**src/rtl/conv3x3_filter.sv**
```systemverilog
// Sliding 3x3 RGB565 window over a three-row column stream with a runtime-selectable kernel.
// Three register stages: window shift, per-channel partial sums, kernel/clamp/border mux.
module conv3x3_filter #(
  parameter int unsigned HRES = 1280,
  parameter int unsigned VRES = 720
) (
  input  logic             clk_in,
  input  logic             rst_in,
  input  logic [2:0][15:0] column_in,
  input  logic [10:0]      hcount_in,
  input  logic [9:0]       vcount_in,
  input  logic             data_valid_in,
  input  logic [1:0]       filter_sel_in,
  output logic [15:0]      pixel_out,
  output logic [10:0]      hcount_out,
  output logic [9:0]       vcount_out,
  output logic             data_valid_out
);

  localparam logic [10:0] HLast = 11'(HRES - 1);
  localparam logic [9:0]  VLast = 10'(VRES - 1);

  // Channel 0 = R [15:11], 1 = G [10:5], 2 = B [4:0]; zero-extended to 6 bits.
  function automatic logic [5:0] chan(input logic [15:0] pix, input int unsigned idx);
    case (idx)
      0:       chan = {1'b0, pix[15:11]};
      1:       chan = pix[10:5];
      default: chan = {1'b0, pix[4:0]};
    endcase
  endfunction

  function automatic logic [5:0] kernel(input logic [1:0] sel, input logic [5:0] c,
                                        input logic [9:0] n, input logic [9:0] d,
                                        input logic [5:0] m);
    logic signed [11:0] cs, ns, ds, ms, t;
    cs = $signed({6'd0, c});
    ns = $signed({2'd0, n});
    ds = $signed({2'd0, d});
    ms = $signed({6'd0, m});
    case (sel)
      2'd1:    t = ((cs <<< 2) + (ns <<< 1) + ds) >>> 4;
      2'd2:    t = (cs <<< 2) + cs - ns;
      2'd3: begin
        t = (cs <<< 2) - ns;
        if (t[11]) t = -t;
      end
      default: t = cs;
    endcase
    if (t[11])       kernel = '0;
    else if (t > ms) kernel = m;
    else             kernel = t[5:0];
  endfunction

  // Stage 1: window shift
  logic [2:0][15:0] col_l_q, col_c_q, col_r_q;
  logic [10:0]      hc_c_q, hc_r_q;
  logic [9:0]       vc_c_q, vc_r_q;
  logic [1:0]       sel1_q;
  logic [1:0]       prime_q;
  logic             valid1_q;

  always_ff @(posedge clk_in or negedge rst_in) begin
    if (!rst_in) begin
      col_l_q  <= '0;
      col_c_q  <= '0;
      col_r_q  <= '0;
      hc_c_q   <= '0;
      hc_r_q   <= '0;
      vc_c_q   <= '0;
      vc_r_q   <= '0;
      sel1_q   <= '0;
      prime_q  <= '0;
      valid1_q <= 1'b0;
    end else begin
      // The window is complete only once two earlier columns are already held.
      valid1_q <= data_valid_in && (prime_q == 2'd2);
      if (data_valid_in) begin
        col_l_q <= col_c_q;
        col_c_q <= col_r_q;
        col_r_q <= column_in;
        hc_c_q  <= hc_r_q;
        vc_c_q  <= vc_r_q;
        hc_r_q  <= hcount_in;
        vc_r_q  <= vcount_in;
        sel1_q  <= filter_sel_in;
        if (prime_q != 2'd2) prime_q <= prime_q + 2'd1;
      end
    end
  end

  // Stage 2: partial sums per channel
  logic [9:0] n_sum [3];
  logic [9:0] d_sum [3];
  logic       border1;

  always_comb begin
    for (int unsigned i = 0; i < 3; i++) begin
      n_sum[i] = 10'(chan(col_c_q[0], i)) + 10'(chan(col_c_q[2], i)) +
                 10'(chan(col_l_q[1], i)) + 10'(chan(col_r_q[1], i));
      d_sum[i] = 10'(chan(col_l_q[0], i)) + 10'(chan(col_l_q[2], i)) +
                 10'(chan(col_r_q[0], i)) + 10'(chan(col_r_q[2], i));
    end
    border1 = (hc_c_q == '0) || (hc_c_q == HLast) || (vc_c_q == '0) || (vc_c_q == VLast);
  end

  logic [9:0]  n2_q [3];
  logic [9:0]  d2_q [3];
  logic [15:0] pix2_q;
  logic [10:0] hc2_q;
  logic [9:0]  vc2_q;
  logic [1:0]  sel2_q;
  logic        border2_q;
  logic        valid2_q;

  always_ff @(posedge clk_in or negedge rst_in) begin
    if (!rst_in) begin
      for (int i = 0; i < 3; i++) begin
        n2_q[i] <= '0;
        d2_q[i] <= '0;
      end
      pix2_q    <= '0;
      hc2_q     <= '0;
      vc2_q     <= '0;
      sel2_q    <= '0;
      border2_q <= 1'b0;
      valid2_q  <= 1'b0;
    end else begin
      valid2_q <= valid1_q;
      if (valid1_q) begin
        for (int i = 0; i < 3; i++) begin
          n2_q[i] <= n_sum[i];
          d2_q[i] <= d_sum[i];
        end
        pix2_q    <= col_c_q[1];
        hc2_q     <= hc_c_q;
        vc2_q     <= vc_c_q;
        sel2_q    <= sel1_q;
        border2_q <= border1;
      end
    end
  end

  // Stage 3: kernel, clamp, border mux
  logic [5:0]  res [3];
  logic [15:0] filt;
  logic [15:0] pix3_d;

  always_comb begin
    for (int unsigned i = 0; i < 3; i++) begin
      res[i] = kernel(sel2_q, chan(pix2_q, i), n2_q[i], d2_q[i], (i == 1) ? 6'd63 : 6'd31);
    end
    filt   = ({10'd0, res[0]} << 11) | ({10'd0, res[1]} << 5) | {10'd0, res[2]};
    pix3_d = border2_q ? pix2_q : filt;
  end

  always_ff @(posedge clk_in or negedge rst_in) begin
    if (!rst_in) begin
      pixel_out      <= '0;
      hcount_out     <= '0;
      vcount_out     <= '0;
      data_valid_out <= 1'b0;
    end else begin
      data_valid_out <= valid2_q;
      if (valid2_q) begin
        pixel_out  <= pix3_d;
        hcount_out <= hc2_q;
        vcount_out <= vc2_q;
      end
    end
  end

endmodule

```
**config.mk**
```make
export PLATFORM = sky130hd
export DESIGN_NAME = conv3x3_filter
export DESIGN_NICKNAME = d
export VERILOG_FILES = /design/src/rtl/conv3x3_filter.sv
export SDC_FILE = /design/constraint.sdc
export NUM_CORES = 1
export LEC_CHECK = 0
export ABC_AREA = 0
export BUFFER_PORTS_ARGS = -buffer_cell sky130_fd_sc_hd__buf_4
export CAP_MARGIN = 10
export CELL_PAD_IN_SITES_DETAIL_PLACEMENT = 0
export CELL_PAD_IN_SITES_GLOBAL_PLACEMENT = 1
export CORE_MARGIN = 4
export CORE_UTILIZATION = 50
export DETAILED_ROUTE_END_ITERATION = 10
export PLACE_DENSITY_LB_ADDON = 0.12
export SLEW_MARGIN = 20
export SYNTH_ARGS = -nofsm -noshare
export SYNTH_HDL_FRONTEND = slang
export SYNTH_SLANG_ARGS = --single-unit
```
**constraint.sdc**
```tcl
create_clock -name clk_in -period 8.8 [get_ports clk_in]
set_input_delay 1.32 -clock clk_in [delete_from_list [all_inputs] [get_ports clk_in]]
set_output_delay 1.32 -clock clk_in [all_outputs]
set_load 0.05 [all_outputs]
```
==> results.md <==
* Status: finished clean
* Ys Warns at 0
* Share of cells above drive strength 1 at 0.2770
* Max Buffers Root-to-Sink at 3
* Worst hold path cell count at 2
* CTS tree: done
* Period minus WS final at 3.445 ns
* Worst-path clk slew at 0.06 ns
* Worst hold start: pixel_out[9]
* Mean Syn Cell Area at 12.13 um^2
* Finished Cell Area at 20350 um^2
* Share of synthesized registers carrying an async set or reset at 1.000
* Worst Path Arrival at 3.82 ns
* Endpoint of the worst-slack reg-to-reg timing path: pixel_out[0]
* Die height at around 200 um
* CTS HTree Levels at 2
* Worst-path fanout max at 5
* Clk_lat worst skew at around 0.54 ns
* Die Width at 197.2 um
* WL/cell at roughly 18 um
* Num CTS Buffers at 36
* CP Launch Point: pix2_q[0]
* Fin crit share at 0.3915
* Worst r2r path cells at 11
* Post-synthesis mux area share at 0.1717
* Netlist Area Pre-Place at 17890 um^2
* Setup_tns at 0 ns
* Total Routing Usage GR at 0.2009
* Fillcell total at 2966
* Register area share after synthesis at 0.4349
* Hold Buf Count CTS at 0
* # port buffers at 111
* Max_cap viols at 0
* Routed Antenna Nets at 0
* Worst setup path end: pixel_out[0]
* 1st-iter DRT viols at about 500
* Reg2Reg Launch Point: pix2_q[0]
* Simple-Gate Fraction of Synth Area at 0.06412
* Post-synthesis adder-cell area fraction at 0.1743
* ANT cells at 0
* Initial antenna violation count at 0
* Clk_skew at between 0.015 and 0.02 ns
* HPWL after detailed placement at 27.85 mm
* Initial Util at 0.5055
* Worst rel slew slack at 0.3045
* Total number of vias at 11047
* Total global routing overflow at 0
* Die ar. at between 30000 and 40000 um^2
* Setup repair bufs after CTS at 0
* Nets@finish at between 1500 and 2000
* Final WL at 37.82 mm
* Initial DRT Pass Iterations at 4
* # IOs at 112
* Synthesized flop and latch total at 311
* FP Rows at 69
* Post-route DRC at 0
* XOR/XNOR share of the synthesized area at 0.03475
* Worst endpoint required time at 9.18 ns
* Post-synth EDFFs at 0
* Global-route wire length before repair at 63.25 mm
* Finish-stage setup viols at 0
* Combinational family with the most area after synthesis: adder cells
* Post-Syn Instances at 1475
* CP Launch Type: register
* Final weighted congestion in routability-driven placement at 0.8696
* Commonest non-fill, non-tap cell in the layout: dfrtp_1
* Slew Viols, Final at 0
* Compound-Gate Fraction of Synth Area at 0.08286
* Number of hold violations in the final report at 0
* Hold Path Class: register to register
* Synthesized Nets at 1739
* Area growth, synth to finish at 13.71%
* Placed cell area at 19160 um^2
* Slew @ Worst Pin at 1.043 ns
* Crit path capture type: register
* Vias in the first global route at ~12000
* CORE AREA at 35400 um^2
* Yosys cell types at 67
* Clock Sinks at about 310
* Worst reg2reg setup slack at 5.36 ns
* RSZ-0062 raised after global routing: false
* Vias/cell at between 5 and 6
* Post-CTS resize count at 0
* Ys flop type: dfrtp_1
* Clock root cell: clkbuf_16
* Largest net degree at the start of global routing at 128
* Critical path class: register to register
* Commonest cells after routing, fill and taps aside: 309 x dfrtp_1, 246 x mux2_2, 116 x inv_1, 115 x buf_4, 96 x fa_1
* Max Freq at 290.3 MHz
## registers in the layout (all words and copies together), names as in the netlist, 10 cells and up
register	cells
hc2_q	11
vcount_out	10
vc2_q	10
vc_c_q	10
vc_r_q	10
hc_c_q	11
col_l_q	48
pix2_q	16
pixel_out	16
d2_q	19
hcount_out	11
col_c_q	48
hc_r_q	11
col_r_q	48
n2_q	22
## stage by stage
stage	util	hold slack, ns	cells	setup slack [ns]
2_1_floorplan	-	0.3487	1475	5.824
3_5_place_dp	0.5412	0.4760	1998	5.186
3_3_place_gp	0.5412	0.4628	1998	5.198
5_1_grt	0.5748	0.4948	2060	5.156
4_1_cts	0.5748	0.4917	2060	5.359
6_report	0.5748	0.4847	2060	5.355
## logic make-up (layout without fill, tap and decap cells)
kind of cell	count (synthesis)	count (layout)
AO/OA/AOI/OAI	228	228
XOR/XNOR	71	71
adder cells (fa/ha/maj)	192	192
buffers and inverters	173	297
flip-flops	311	311
multiplexers	265	265
AND/OR/NAND/NOR	235	235
## final cells by class
type | instances | area [um^2] | area share
clock buffer | 53 | 1056 | 0.05190
inverter | 117 | 439.2 | 0.02158
sequential | 311 | 7787 | 0.3827
timing repair buffer | 118 | 909.6 | 0.04471
clock inverter | 9 | 135.1 | 0.006641
multi-input combinational | 991 | 9443 | 0.4641
tap | 461 | 576.8 | 0.02835
## cell usage after synthesis, drive strengths merged, types with 9 or more instances
| master | count | area share |
|---|---|---|
| mux2i | 10 | 0.0056 |
| ha | 94 | 0.066 |
| mux2 | 246 | 0.15 |
| nor2b | 14 | 0.0049 |
| a21o | 25 | 0.010 |
| mux4 | 9 | 0.011 |
| buf | 12 | 0.0036 |
| o21ai | 72 | 0.020 |
| nor3 | 19 | 0.0053 |
| clkbuf | 44 | 0.0092 |
| dfrtp | 311 | 0.43 |
| nand2b | 13 | 0.0045 |
| nand2 | 77 | 0.016 |
| nor3b | 11 | 0.0049 |
| fa | 96 | 0.11 |
| a21oi | 51 | 0.014 |
| xor2 | 22 | 0.011 |
| xnor2 | 49 | 0.024 |
| nor2 | 47 | 0.0099 |
| a211oi | 10 | 0.0042 |
| a31oi | 12 | 0.0042 |
| nand3 | 20 | 0.0056 |
| inv | 116 | 0.024 |
## routing by layer
layer / global-route usage / vias to the layer above / share of wire
met3: 0.03582 / 63 / 0.040
met2: 0.2949 / 170 / 0.43
met1: 0.3140 / 5489 / 0.51
met5: 0 / - / 0
met4: 0.04597 / 0 / 0.020
li1: - / 5325 / -
## how the worst min path moves through the flow
stage,endpoint,slack [ns]
floorplan,data_valid_out,0.35
global placement,prime_q[0],0.46
detailed placement,pixel_out[9],0.48
CTS,pixel_out[9],0.49
global route,prime_q[0],0.49
finish,pixel_out[9],0.48
## worst max-delay path: stages (launching register included)
cell	delay [ns]
dfrtp_1	0.44
inv_1	0.23
fa_1	0.51
fa_1	0.46
nand2b_1	0.16
o2bb2ai_1	0.20
maj3_1	0.37
o21bai_1	0.18
xor2_1	0.17
a21oi_1	0.18
a221oi_2	0.29
o22ai_1	0.12
Power is not shown: default switching activity piles up to over one toggle a cycle in this logic, so the estimate is an artifact.
